### src/rtl/hcp_tx_arbiter_pkg.sv
// hcp_tx_arb_pkg: shared state encoding, source indices and default timing/length limits
package hcp_tx_arb_pkg;
  typedef enum logic [1:0] {ST_IDLE, ST_READ, ST_FLUSH, ST_GAP} state_t;
  localparam int SRC_PTP = 0;
  localparam int SRC_NMAC = 1;
  localparam int SRC_ARP = 2;
  localparam int GAP_DEF = 20;
  localparam int MIN_DEF = 60;
  localparam int MAX_DEF = 1518;
endpackage

### src/rtl/hcp_tx_arbiter_if.sv
// hcp_tx_arbiter_if: source descriptor/FIFO handshakes and the framed byte stream to the HCP output stage
interface hcp_tx_arbiter_if;
  logic i_ptp_frame_ready, i_nmac_frame_ready, i_arp_frame_ready;
  logic [10:0] iv_ptp_len, iv_nmac_len, iv_arp_len;
  logic o_ptp_desc_ack, o_nmac_desc_ack, o_arp_desc_ack;
  logic o_ptp_rd, o_nmac_rd, o_arp_rd;
  logic [8:0] iv_ptp_data, iv_nmac_data, iv_arp_data;
  logic [8:0] ov_data;
  logic o_data_wr, o_fmt_err, o_len_err;
  logic [15:0] ov_ptp_frame_cnt, ov_nmac_frame_cnt, ov_arp_frame_cnt;
  modport master (
    input i_ptp_frame_ready, i_nmac_frame_ready, i_arp_frame_ready,
    input iv_ptp_len, iv_nmac_len, iv_arp_len,
    input iv_ptp_data, iv_nmac_data, iv_arp_data,
    output o_ptp_desc_ack, o_nmac_desc_ack, o_arp_desc_ack,
    output o_ptp_rd, o_nmac_rd, o_arp_rd,
    output ov_data, o_data_wr, o_fmt_err, o_len_err,
    output ov_ptp_frame_cnt, ov_nmac_frame_cnt, ov_arp_frame_cnt
  );
  modport slave (
    output i_ptp_frame_ready, i_nmac_frame_ready, i_arp_frame_ready,
    output iv_ptp_len, iv_nmac_len, iv_arp_len,
    output iv_ptp_data, iv_nmac_data, iv_arp_data,
    input o_ptp_desc_ack, o_nmac_desc_ack, o_arp_desc_ack,
    input o_ptp_rd, o_nmac_rd, o_arp_rd,
    input ov_data, o_data_wr, o_fmt_err, o_len_err,
    input ov_ptp_frame_cnt, ov_nmac_frame_cnt, ov_arp_frame_cnt
  );
endinterface

### src/rtl/hcp_tx_arbiter_rr_sel.sv
// hcp_tx_rr_sel: ptp strict priority, nmac/arp round-robin (ptr=1 favours arp)
module hcp_tx_rr_sel
  import hcp_tx_arb_pkg::*;
(
  input  logic [2:0] rdy,
  input  logic       ptr,
  output logic       vld,
  output logic [1:0] idx
);
  // Pick the winning source index from the ready bits and the round-robin pointer
  always_comb begin
    vld = |rdy;
    idx = rdy[SRC_PTP] ? 2'(SRC_PTP) :
          (rdy[SRC_NMAC] && (!rdy[SRC_ARP] || !ptr)) ? 2'(SRC_NMAC) : 2'(SRC_ARP);
  end
endmodule

### src/rtl/hcp_tx_arbiter.sv
// hcp_tx_arbiter: frame-level arbiter sharing the HCP transmit path among ptp, nmac and arp sources
module hcp_tx_arbiter
  import hcp_tx_arb_pkg::*;
#(
  parameter int GAP_CYCLES = GAP_DEF,
  parameter int MIN_LEN = MIN_DEF,
  parameter int MAX_LEN = MAX_DEF
) (
  input logic i_clk,
  input logic i_rst_n,
  hcp_tx_arbiter_if.master bus
);
  state_t state_q, state_d;
  logic [1:0] src_q, src_d, gidx;
  logic [10:0] len_q, len_d, rcnt_q, rcnt_d, wcnt_q, wcnt_d, wnum, glen;
  logic [15:0] gcnt_q, gcnt_d;
  logic bad_q, bad_d, ptr_q, ptr_d, rd1_q, rd1_d, mis_q, mis_d;
  logic gvld, gbad, mark, last, cur_mis;
  logic [2:0] rdy, ack_q, ack_d, rd_q, rd_d;
  logic wr_q, wr_d, fmt_q, fmt_d, lerr_q, lerr_d;
  logic [8:0] dout_q, dout_d, din;
  logic [10:0] len_a [3];
  logic [8:0] dat_a [3];
  logic [15:0] cnt_q [3], cnt_d [3];
  assign rdy = {bus.i_arp_frame_ready, bus.i_nmac_frame_ready, bus.i_ptp_frame_ready};
  assign len_a[SRC_PTP] = bus.iv_ptp_len;
  assign len_a[SRC_NMAC] = bus.iv_nmac_len;
  assign len_a[SRC_ARP] = bus.iv_arp_len;
  assign dat_a[SRC_PTP] = bus.iv_ptp_data;
  assign dat_a[SRC_NMAC] = bus.iv_nmac_data;
  assign dat_a[SRC_ARP] = bus.iv_arp_data;
  assign glen = len_a[gidx];
  assign gbad = (glen < 11'(MIN_LEN)) || (glen > 11'(MAX_LEN));
  assign din = dat_a[src_q];
  assign wnum = wcnt_q + 11'd1;
  assign last = wnum == len_q;
  assign mark = (wnum == 11'd1) || last;
  assign cur_mis = mis_q || (rd1_q && (din[8] != mark));
  hcp_tx_rr_sel u_sel (.rdy(rdy), .ptr(ptr_q), .vld(gvld), .idx(gidx));
  // Frame control: grant in IDLE, pace len reads, one flush cycle, then the idle gap (which overlaps the next grant)
  always_comb begin
    state_d = state_q;
    src_d = src_q;
    len_d = len_q;
    bad_d = bad_q;
    ptr_d = ptr_q;
    rcnt_d = rcnt_q;
    gcnt_d = gcnt_q;
    ack_d = '0;
    rd_d = '0;
    lerr_d = 1'b0;
    case (state_q)
      ST_IDLE: if (gvld) begin
        src_d = gidx;
        len_d = glen;
        bad_d = gbad;
        ack_d[gidx] = 1'b1;
        lerr_d = gbad && (glen != 11'd0);
        ptr_d = (gidx == 2'(SRC_PTP)) ? ptr_q : (gidx == 2'(SRC_NMAC));
        rd_d[gidx] = glen != 11'd0;
        rcnt_d = glen - 11'd1;
        state_d = (glen == 11'd0) ? ST_IDLE : ST_READ;
      end
      ST_READ: begin
        rd_d[src_q] = rcnt_q != 11'd0;
        rcnt_d = rcnt_q - 11'd1;
        state_d = (rcnt_q == 11'd0) ? ST_FLUSH : ST_READ;
      end
      ST_FLUSH: begin
        gcnt_d = 16'(GAP_CYCLES - 3);
        state_d = bad_q ? ST_IDLE : ST_GAP;
      end
      default: begin
        gcnt_d = gcnt_q - 16'd1;
        state_d = (gcnt_q == 16'd0) ? ST_IDLE : ST_GAP;
      end
    endcase
  end
  // Data path: marker repair on the returning word, discard of illegal lengths, error pulse and frame counters
  always_comb begin
    rd1_d = |rd_q;
    wcnt_d = (state_q == ST_IDLE) ? 11'd0 : wcnt_q + {10'd0, rd1_q};
    mis_d = (state_q == ST_IDLE) ? 1'b0 : cur_mis;
    wr_d = rd1_q && !bad_q;
    dout_d = wr_d ? {mark, din[7:0]} : 9'd0;
    fmt_d = wr_d && last && cur_mis;
    cnt_d = cnt_q;
    if (wr_d && last) cnt_d[src_q] = cnt_q[src_q] + 16'd1;
  end
  // State and output registers
  always_ff @(posedge i_clk) begin
    if (!i_rst_n) begin
      state_q <= ST_IDLE;
      src_q <= '0;
      len_q <= '0;
      bad_q <= 1'b0;
      ptr_q <= 1'b0;
      rcnt_q <= '0;
      gcnt_q <= '0;
      ack_q <= '0;
      rd_q <= '0;
      lerr_q <= 1'b0;
      rd1_q <= 1'b0;
      wcnt_q <= '0;
      mis_q <= 1'b0;
      wr_q <= 1'b0;
      dout_q <= '0;
      fmt_q <= 1'b0;
      cnt_q <= '{default: '0};
    end else begin
      state_q <= state_d;
      src_q <= src_d;
      len_q <= len_d;
      bad_q <= bad_d;
      ptr_q <= ptr_d;
      rcnt_q <= rcnt_d;
      gcnt_q <= gcnt_d;
      ack_q <= ack_d;
      rd_q <= rd_d;
      lerr_q <= lerr_d;
      rd1_q <= rd1_d;
      wcnt_q <= wcnt_d;
      mis_q <= mis_d;
      wr_q <= wr_d;
      dout_q <= dout_d;
      fmt_q <= fmt_d;
      cnt_q <= cnt_d;
    end
  end
  assign bus.o_ptp_desc_ack = ack_q[SRC_PTP];
  assign bus.o_nmac_desc_ack = ack_q[SRC_NMAC];
  assign bus.o_arp_desc_ack = ack_q[SRC_ARP];
  assign bus.o_ptp_rd = rd_q[SRC_PTP];
  assign bus.o_nmac_rd = rd_q[SRC_NMAC];
  assign bus.o_arp_rd = rd_q[SRC_ARP];
  assign bus.ov_data = dout_q;
  assign bus.o_data_wr = wr_q;
  assign bus.o_fmt_err = fmt_q;
  assign bus.o_len_err = lerr_q;
  assign bus.ov_ptp_frame_cnt = cnt_q[SRC_PTP];
  assign bus.ov_nmac_frame_cnt = cnt_q[SRC_NMAC];
  assign bus.ov_arp_frame_cnt = cnt_q[SRC_ARP];
endmodule

### src/flat_wrapper.sv
// flat-port wrapper written by rule: the top's interface ports become plain ports
module hcp_tx_arbiter_flat import hcp_tx_arb_pkg::*;
#(
  parameter int GAP_CYCLES = GAP_DEF,
  parameter int MIN_LEN = MIN_DEF,
  parameter int MAX_LEN = MAX_DEF
)
  (i_clk, i_rst_n, bus_i_ptp_frame_ready, bus_i_nmac_frame_ready, bus_i_arp_frame_ready, bus_iv_ptp_len, bus_iv_nmac_len, bus_iv_arp_len, bus_iv_ptp_data, bus_iv_nmac_data, bus_iv_arp_data, bus_o_ptp_desc_ack, bus_o_nmac_desc_ack, bus_o_arp_desc_ack, bus_o_ptp_rd, bus_o_nmac_rd, bus_o_arp_rd, bus_ov_data, bus_o_data_wr, bus_o_fmt_err, bus_o_len_err, bus_ov_ptp_frame_cnt, bus_ov_nmac_frame_cnt, bus_ov_arp_frame_cnt);
  hcp_tx_arbiter_if bus_i ();
  input logic i_clk;
  input logic i_rst_n;
  input wire logic [$bits(bus_i.i_ptp_frame_ready)-1:0] bus_i_ptp_frame_ready;
  input wire logic [$bits(bus_i.i_nmac_frame_ready)-1:0] bus_i_nmac_frame_ready;
  input wire logic [$bits(bus_i.i_arp_frame_ready)-1:0] bus_i_arp_frame_ready;
  input wire logic [$bits(bus_i.iv_ptp_len)-1:0] bus_iv_ptp_len;
  input wire logic [$bits(bus_i.iv_nmac_len)-1:0] bus_iv_nmac_len;
  input wire logic [$bits(bus_i.iv_arp_len)-1:0] bus_iv_arp_len;
  input wire logic [$bits(bus_i.iv_ptp_data)-1:0] bus_iv_ptp_data;
  input wire logic [$bits(bus_i.iv_nmac_data)-1:0] bus_iv_nmac_data;
  input wire logic [$bits(bus_i.iv_arp_data)-1:0] bus_iv_arp_data;
  output wire logic [$bits(bus_i.o_ptp_desc_ack)-1:0] bus_o_ptp_desc_ack;
  output wire logic [$bits(bus_i.o_nmac_desc_ack)-1:0] bus_o_nmac_desc_ack;
  output wire logic [$bits(bus_i.o_arp_desc_ack)-1:0] bus_o_arp_desc_ack;
  output wire logic [$bits(bus_i.o_ptp_rd)-1:0] bus_o_ptp_rd;
  output wire logic [$bits(bus_i.o_nmac_rd)-1:0] bus_o_nmac_rd;
  output wire logic [$bits(bus_i.o_arp_rd)-1:0] bus_o_arp_rd;
  output wire logic [$bits(bus_i.ov_data)-1:0] bus_ov_data;
  output wire logic [$bits(bus_i.o_data_wr)-1:0] bus_o_data_wr;
  output wire logic [$bits(bus_i.o_fmt_err)-1:0] bus_o_fmt_err;
  output wire logic [$bits(bus_i.o_len_err)-1:0] bus_o_len_err;
  output wire logic [$bits(bus_i.ov_ptp_frame_cnt)-1:0] bus_ov_ptp_frame_cnt;
  output wire logic [$bits(bus_i.ov_nmac_frame_cnt)-1:0] bus_ov_nmac_frame_cnt;
  output wire logic [$bits(bus_i.ov_arp_frame_cnt)-1:0] bus_ov_arp_frame_cnt;
  assign bus_i.i_ptp_frame_ready = bus_i_ptp_frame_ready;
  assign bus_i.i_nmac_frame_ready = bus_i_nmac_frame_ready;
  assign bus_i.i_arp_frame_ready = bus_i_arp_frame_ready;
  assign bus_i.iv_ptp_len = bus_iv_ptp_len;
  assign bus_i.iv_nmac_len = bus_iv_nmac_len;
  assign bus_i.iv_arp_len = bus_iv_arp_len;
  assign bus_i.iv_ptp_data = bus_iv_ptp_data;
  assign bus_i.iv_nmac_data = bus_iv_nmac_data;
  assign bus_i.iv_arp_data = bus_iv_arp_data;
  assign bus_o_ptp_desc_ack = bus_i.o_ptp_desc_ack;
  assign bus_o_nmac_desc_ack = bus_i.o_nmac_desc_ack;
  assign bus_o_arp_desc_ack = bus_i.o_arp_desc_ack;
  assign bus_o_ptp_rd = bus_i.o_ptp_rd;
  assign bus_o_nmac_rd = bus_i.o_nmac_rd;
  assign bus_o_arp_rd = bus_i.o_arp_rd;
  assign bus_ov_data = bus_i.ov_data;
  assign bus_o_data_wr = bus_i.o_data_wr;
  assign bus_o_fmt_err = bus_i.o_fmt_err;
  assign bus_o_len_err = bus_i.o_len_err;
  assign bus_ov_ptp_frame_cnt = bus_i.ov_ptp_frame_cnt;
  assign bus_ov_nmac_frame_cnt = bus_i.ov_nmac_frame_cnt;
  assign bus_ov_arp_frame_cnt = bus_i.ov_arp_frame_cnt;
  hcp_tx_arbiter #(.GAP_CYCLES(GAP_CYCLES), .MIN_LEN(MIN_LEN), .MAX_LEN(MAX_LEN)) u_core (.i_clk(i_clk), .i_rst_n(i_rst_n), .bus(bus_i));
endmodule
### config.mk
export PLATFORM = sky130hd
export DESIGN_NAME = hcp_tx_arbiter_flat
export DESIGN_NICKNAME = d
export VERILOG_FILES = /design/src/rtl/hcp_tx_arbiter_pkg.sv /design/src/rtl/hcp_tx_arbiter_if.sv /design/src/rtl/hcp_tx_arbiter_rr_sel.sv /design/src/rtl/hcp_tx_arbiter.sv /design/src/flat_wrapper.sv
export SDC_FILE = /design/constraint.sdc
export NUM_CORES = 1
export LEC_CHECK = 0
export ABC_AREA = 1
export ABC_CLOCK_PERIOD_IN_PS = 3000
export CAP_MARGIN = 20
export CORE_ASPECT_RATIO = 1.4
export CORE_MARGIN = 8
export CORE_UTILIZATION = 28
export CTS_CLUSTER_DIAMETER = 120
export DETAILED_ROUTE_END_ITERATION = 7
export PLACE_DENSITY = 0.51
export SLEW_MARGIN = 20
export SYNTH_ARGS = -nofsm -noshare
export SYNTH_HDL_FRONTEND = slang
export SYNTH_HIERARCHICAL = 1
export SYNTH_SLANG_ARGS = --single-unit
### constraint.sdc
create_clock -name i_clk -period 3 [get_ports i_clk]
set_input_delay 0.3 -clock i_clk [delete_from_list [all_inputs] [get_ports i_clk]]
set_output_delay 0.3 -clock i_clk [all_outputs]
set_load 0.02 [all_outputs]
-- After elaboration in Yosys (flattened, before gate mapping)
Index checks and enable logic that the tools add are counted.
- add/sub/neg operators: 6
- magnitude comparators: 9
- equal/unequal tests: 7
- mux-type cells: 29
- bitwise logic cells: 6
- reduce and logical (&&, ||, !) cells: 33
- operator list (cell ; number):
    bitwise mux 48 bit ; 1
    2-to-1 mux 16 bit ; 3
    2-to-1 mux 11 bit ; 3
    binary-select mux 16 bit (select 2 bit) ; 1
    demux 16 bit (select 2 bit) ; 1
    case mux 16 bit (2 select lines) ; 1
    binary-select mux 11 bit (select 2 bit) ; 1
    zero test 11 bit ; 2
    case mux 11 bit (2 select lines) ; 1
    nonzero test 11 bit ; 2
    subtractor 11 x 1 -> 11 bit (second input constant) ; 2
    binary-select mux 9 bit (select 2 bit) ; 1
    2-to-1 mux 9 bit ; 2
    adder 16 x 1 -> 16 bit (second input constant) ; 1
    zero test 16 bit ; 1
    subtractor 16 x 1 -> 16 bit (second input constant) ; 1
    2-to-1 mux 2 bit ; 6
    adder 11 x 1 -> 11 bit ; 1
    adder 11 x 1 -> 11 bit (second input constant) ; 1
    == test 11 x 1 -> 1 bit (second input constant) ; 1
    == test 11 bit ; 1
    > comparator 11 bit (second input constant) ; 1
    < comparator 11 x 6 -> 1 bit (second input constant) ; 1
    logical AND 1 bit ; 9
    24 further kinds ; 45
- flip-flop bits (word level): 123
- input bits: 65
- output and inout port bits: 66
- word-level logic and storage cells: 109

-- Logic depth before layout (Yosys ltp)
- depth after elaboration: 13
- depth in mapped cells: 19
- depth with buffers taken out: 19

-- By module
Netlist, hierarchy kept.
- modules (own cells, without submodules) (module ; times used ; cells an instance ; area each (µm²) ; sequential area each (µm²)):
    hcp_tx_arbiter ; 1 ; 1032 ; 6782.8 ; 2462.4
    hcp_tx_rr_sel ; 1 ; 7 ; 36.3 ; 0.0

-- Least setup slack after synthesis
Ideal clock, no wire load.
- path kind: reg2reg
- start: reg u_core.ptr_q
- end: reg u_core.rcnt_q[10]
- library setup time: 0.109 ns
- arrival time: 2.079 ns
- slack: 0.812 ns
- cell stages (with the launch flop): 18
- clock period less this slack: 2.188 ns
- cell sequence: dfxtp_1 nand2_2 a21oi_2 nor2_1 buf_2 a22oi_1 nand2_1 inv_1 nand2_1 o21ai_2 ha_1 inv_1 nor2_2 nand3_1 nand2_1 nand3_1 nand2_1 inv_1
- word-level cells in the longest chain between the ends: 12
- RTL lines (what ; RTL line ; text):
    from (decl) ; hcp_tx_arbiter.sv:17 ; logic bad_q, bad_d, ptr_q, ptr_d, rd1_q, rd1_d, mis_q, mis_d;
    from (signal assigned) ; hcp_tx_arbiter.sv:115 ; ptr_q <= ptr_d;
    zero test 1 bit ; hcp_tx_arbiter_rr_sel.sv:14 ; (rdy[SRC_NMAC] && (!rdy[SRC_ARP] || !ptr)) ? 2'(SRC_NMAC) : 2'(SRC_ARP);
    logical OR 1 bit ; hcp_tx_arbiter_rr_sel.sv:14 ;
    logical AND 1 bit ; hcp_tx_arbiter_rr_sel.sv:14 ;
    2-to-1 mux 2 bit ; hcp_tx_arbiter_rr_sel.sv:14 ;
    2-to-1 mux 2 bit ; hcp_tx_arbiter_rr_sel.sv:13 ; idx = rdy[SRC_PTP] ? 2'(SRC_PTP) :
    net u_core.gidx[1] ; hcp_tx_arbiter.sv:14 ; logic [1:0] src_q, src_d, gidx;
    NOT 2 -> 3 bit (implied by the code) ; hcp_tx_arbiter.sv:32 ; assign glen = len_a[gidx];
    binary-select mux 11 bit (select 2 bit) ; hcp_tx_arbiter.sv:32 ;
    2-to-1 mux 11 bit (implied by the code) (2 in series) ; hcp_tx_arbiter.sv:32 ;
    subtractor 11 x 1 -> 11 bit ; hcp_tx_arbiter.sv:61 ; rcnt_d = glen - 11'd1;
    2-to-1 mux 11 bit ; hcp_tx_arbiter.sv:53 ; ST_IDLE: if (gvld) begin
    case mux 11 bit (2 select lines) ; hcp_tx_arbiter.sv:52 ; case (state_q)
    to (signal assigned) ; hcp_tx_arbiter.sv:116 ; rcnt_q <= rcnt_d;
    to (decl) ; hcp_tx_arbiter.sv:15 ; logic [10:0] len_q, len_d, rcnt_q, rcnt_d, wcnt_q, wcnt_d, wnum, glen;
The timed path passes the listed nets, and every way through them passes these cells. The select of a mux whose other input is x is not followed.
A chain may end at the register's enable or synchronous reset.

-- Final worst setup path
- start: reg u_core.wcnt_q[1]
- end: reg u_core.cnt_q (netlist bit u_core/bus.ov_arp_frame_cnt[5])
- word-level cells in the longest chain between the ends: 3
- RTL lines (what ; RTL line ; text):
    from (decl) ; hcp_tx_arbiter.sv:15 ;
    from (signal assigned) ; hcp_tx_arbiter.sv:122 ; wcnt_q <= wcnt_d;
    adder 11 x 1 -> 11 bit ; hcp_tx_arbiter.sv:35 ; assign wnum = wcnt_q + 11'd1;
    == test 11 bit ; hcp_tx_arbiter.sv:36 ; assign last = wnum == len_q;
    logical AND 1 bit ; hcp_tx_arbiter.sv:88 ; if (wr_d && last) cnt_d[src_q] = cnt_q[src_q] + 16'd1;
    to (signal assigned) ; hcp_tx_arbiter.sv:127 ; cnt_q <= cnt_d;
    to (decl) ; hcp_tx_arbiter.sv:24 ; logic [15:0] cnt_q [3], cnt_d [3];
No other way between the ends.

==> flow_metrics.py <==
metrics = {
    "floorplanning": {
        "dieArea_sq_um": 29700,
        "pin_count": 131,
        "core_sq_um": 24000,
        "start_util_pct": 28.4,
        "die_y_um": 201,
        "die_w_um": 148,
        "num_rows": 67,
    },
    "synthesis": {
        "ys_seq_area_share_pct": 36.1,
        "ys_ff_latch": 123,
        "synth.net_count": 1111,
        "synth.cell_area_sq_um": 6820,
        "yosysUniqueCellTypes": 48,
        "synth_ff_type": "dfxtp_1",
        "synth-edff-count": 0,
        "synth_cells": 1039,
        "yosys_warnings": 6,
        "async_flop_share_pct": 0,
        "avgSynthCellArea_sq_um": 6.56,
    },
    "routing": {
        "wl_mm": 22.3,
        "ant_nets": 0,
        "drc": 0,
        "via_per_inst": 4.74,
        "drt_iter0_drc": 429,
        "dr.pass1.iters": 5,
        "vias": 7107,
        "routedWlPerCell_um": 14.9,
    },
    "timing": {
        "final_max_slew_viol_count": 0,
        "tightest_slew_ns": 0.772,
        "rsz0062_at_grt": "no",
        "post-route-period-util_pct": 86.4,
        "hold_viol": 0,
        "slew_headroom_pct": 48.3,
        "finalClockSkew_ns": 0.00652,
        "min_period_ns": 2.59,
        "max_freq_mhz": 386,
        "hold_ws_ns": 0.460,
        "setup-violations-final": 0,
        "fin_ws_ns": 0.409,
    },
    "critical_path": {
        "slowest_stage": "dfxtp_1",
        "required_ns": 3.27,
        "crit_family": "simple AND/OR/NAND/NOR gates",
        "cp-end-kind": "flip-flop",
        "cpMostUsedCell": "nand2_1",
        "cp_max_fo": 14,
        "crit_path_start_kind": "flip-flop",
        "crit_buf_inv": 3,
        "slowest_delay_ns": 0.44,
        "cp.arrival_ns": 2.86,
        "crit_chain": "ha_1 > nand3_1 > inv_1 > nand2_1 > nand2_1 > nand2_1 > nand2_1 > nand2_1 > nor2_2 > nand3_2 > nor2_4 > buf_4 > nand3_1 > buf_4 > nand2_1 > a21oi_1",
        "criticalPathCategory": "reg -> reg",
    },
    "clock_tree": {
        "cts_setup_buffers": 0,
        "cts.repair.resized": 0,
        "h-tree-depth": 4,
        "clock_path_buffers": 2,
        "clk_root_buffer_cell": "clkbuf_16",
        "clk_latency_ns": 0.42,
        "cts.reportedPaths.clkPinSlew_ns": 0.06,
        "cts_tree": "built",
        "hold_buffers": 0,
        "cts_buffers": 17,
        "cts.sinks": 123,
    },
    "job": {
        "drv_cap": 0,
    },
    "final_layout": {
        "final_core_util_pct": 38.0,
        "drive_above_1_share_pct": 8.16,
        "final_nets": 1247,
        "area_growth_pct": 33.5,
        "final_common_cell": "nand2_1",
        "antenna_cells": 0,
        "final_cells": 1498,
        "nFillCells": 2590,
        "mostFrequentLayoutCells": "299 x nand2_1, 130 x clkdlybuf4s50_1, 123 x dfxtp_1",
    },
    "grt": {
        "grt_pass1_vias": 7093,
        "track_usage_pct": 15.3,
        "grt_pass1_wl_mm": 36.4,
        "grt_max_degree": 60,
        "overflow": 0,
        "grt_antenna_before_repair": 1,
    },
    "power": {
        "irDropWorstVdd_v": 0.000433,
        "pwr_density_cell_nw_per_um2": 669,
        "leakagePower_uw": 0.00381,
    },
    "placement": {
        "post-place-ws_ns": -0.0285,
        "dp_hpwl_mm": 17.3,
        "port_buffers": 130,
        "routabilityCongestion": 0.854,
        "place_inst": 1466,
    },
    "run_status": {
        "status": "finished clean",
    },
    "worst_hold_path": {
        "min_path_type": "reg -> reg",
    },
}
path summary, 6_finish.rpt:
path / startpoint / endpoint / slack [ns] / depth (start not counted)
worst max-delay path: u_core/wcnt_q[1] / u_core/bus.ov_arp_frame_cnt[5] / 0.41 / 16
worst min-delay path: u_core/mis_q / u_core/mis_q / 0.46 / 2
worst max register to register: u_core/wcnt_q[1] / u_core/bus.ov_arp_frame_cnt[5] / 0.41 / 16
worst min register to register: u_core/mis_q / u_core/mis_q / 0.46 / 2
state kept, by name, summed over array words and instances, names as in the netlist, 2 cells and up:
name                          flops
u_core/bus.ov_arp_frame_cnt      16
u_core/bus.ov_nmac_frame_cnt     16
u_core/bus.ov_ptp_frame_cnt      16
u_core/gcnt_q                    16
u_core/len_q                     11
u_core/rcnt_q                    11
u_core/wcnt_q                    11
u_core/bus.ov_data                9
u_core/ack_q                      3
u_core/rd_q                       3
u_core/src_q                      2
u_core/state_q                    2
per-layer routing:
| metal | share of wire, % | GRT usage (%) | wire length [um] | vias up |
|---|---|---|---|---|
| li1 | - | - | - | 3682 |
| met1 | 43 | 17.4 | 9550 | 3164 |
| met2 | 48 | 26.9 | 10700 | 221 |
| met3 | 6.5 | 3.72 | 1440 | 38 |
| met4 | 2.7 | 6.21 | 608 | 2 |
| met5 | 0.058 | 0 | 13 | - |
through the flow:
| stage | setup TNS (ns) | instance area, sq um | total power (uW) |
|---|---|---|---|
| CTS | 0 | 9100 | 6160 |
| global route | 0 | 9100 | 6510 |
| finish | 0 | 9100 | 6090 |
| detailed placement | -0.0316 | 8510 | 4040 |
| floorplan | 0 | 6820 | 3370 |
| global placement | 0 | 8510 | 4050 |
worst reg2reg max path, cell delays in order, from the launching register on:
cell and delay [ns]:
dfxtp_1 0.44, ha_1 0.29, nand3_1 0.15, inv_1 0.11, nand2_1 0.05, nand2_1 0.10
nand2_1 0.08, nand2_1 0.06, nand2_1 0.07, nor2_2 0.12, nand3_2 0.09, nor2_4 0.22
buf_4 0.24, nand3_1 0.08, buf_4 0.21, nand2_1 0.08, a21oi_1 0.05
cell families after synthesis:
family,share of synthesized area [%]
buffers and inverters,9.98
DFF,36.1
adders and majority gates,1.28
and+or+nand+nor,37.2
xor gates and xnor gates,2.06
AOI/OAI and AO/OA,13.4
Yosys cell counts (2+ instances only):
cell type | number | area (sq um)
clkbuf_1 | 23 | 86.3
nand3_2 | 10 | 100
o211ai_1 | 3 | 22.5
nor4_1 | 2 | 12.5
clkinv_1 | 3 | 11.3
nor2_1 | 90 | 338
a21oi_1 | 86 | 430
ha_1 | 7 | 87.6
xor2_1 | 9 | 78.8
a21o_1 | 2 | 15.0
nor3_1 | 18 | 90.1
xnor2_1 | 7 | 61.3
nand2_2 | 3 | 18.8
nand3_1 | 57 | 285
o21a_1 | 2 | 15.0
nand3b_1 | 4 | 30.0
nand2_1 | 299 | 1120
a22oi_1 | 9 | 67.6
nor2_2 | 9 | 56.3
buf_4 | 3 | 22.5
nand4_1 | 58 | 363
a31oi_1 | 4 | 25.0
o21ai_1 | 10 | 50.1
and3_1 | 2 | 12.5
inv_1 | 114 | 428
dfxtp_1 | 123 | 2460
o21ai_0 | 39 | 195
nor2_4 | 5 | 56.3
a211oi_1 | 2 | 15.0
inv_2 | 7 | 26.3
buf_6 | 6 | 67.6
buf_2 | 7 | 35.0
power by group:
part	internal (uW)	switching [uW]
Clock	1320	771
Combinational	686	1310
Sequential	1860	149
Total	3870	2230
final cells by class:
class	count	area [sq um]	area share (%)
Clock buffer	21	450	4.95
Clock inverter	11	144	1.58
Inverter	124	465	5.11
Multi-Input combinational cell	752	3680	40.4
Sequential cell	123	2460	27.0
Tap cell	310	388	4.26
Timing Repair Buffer	157	1520	16.7
(Power assumes the default switching activity.)
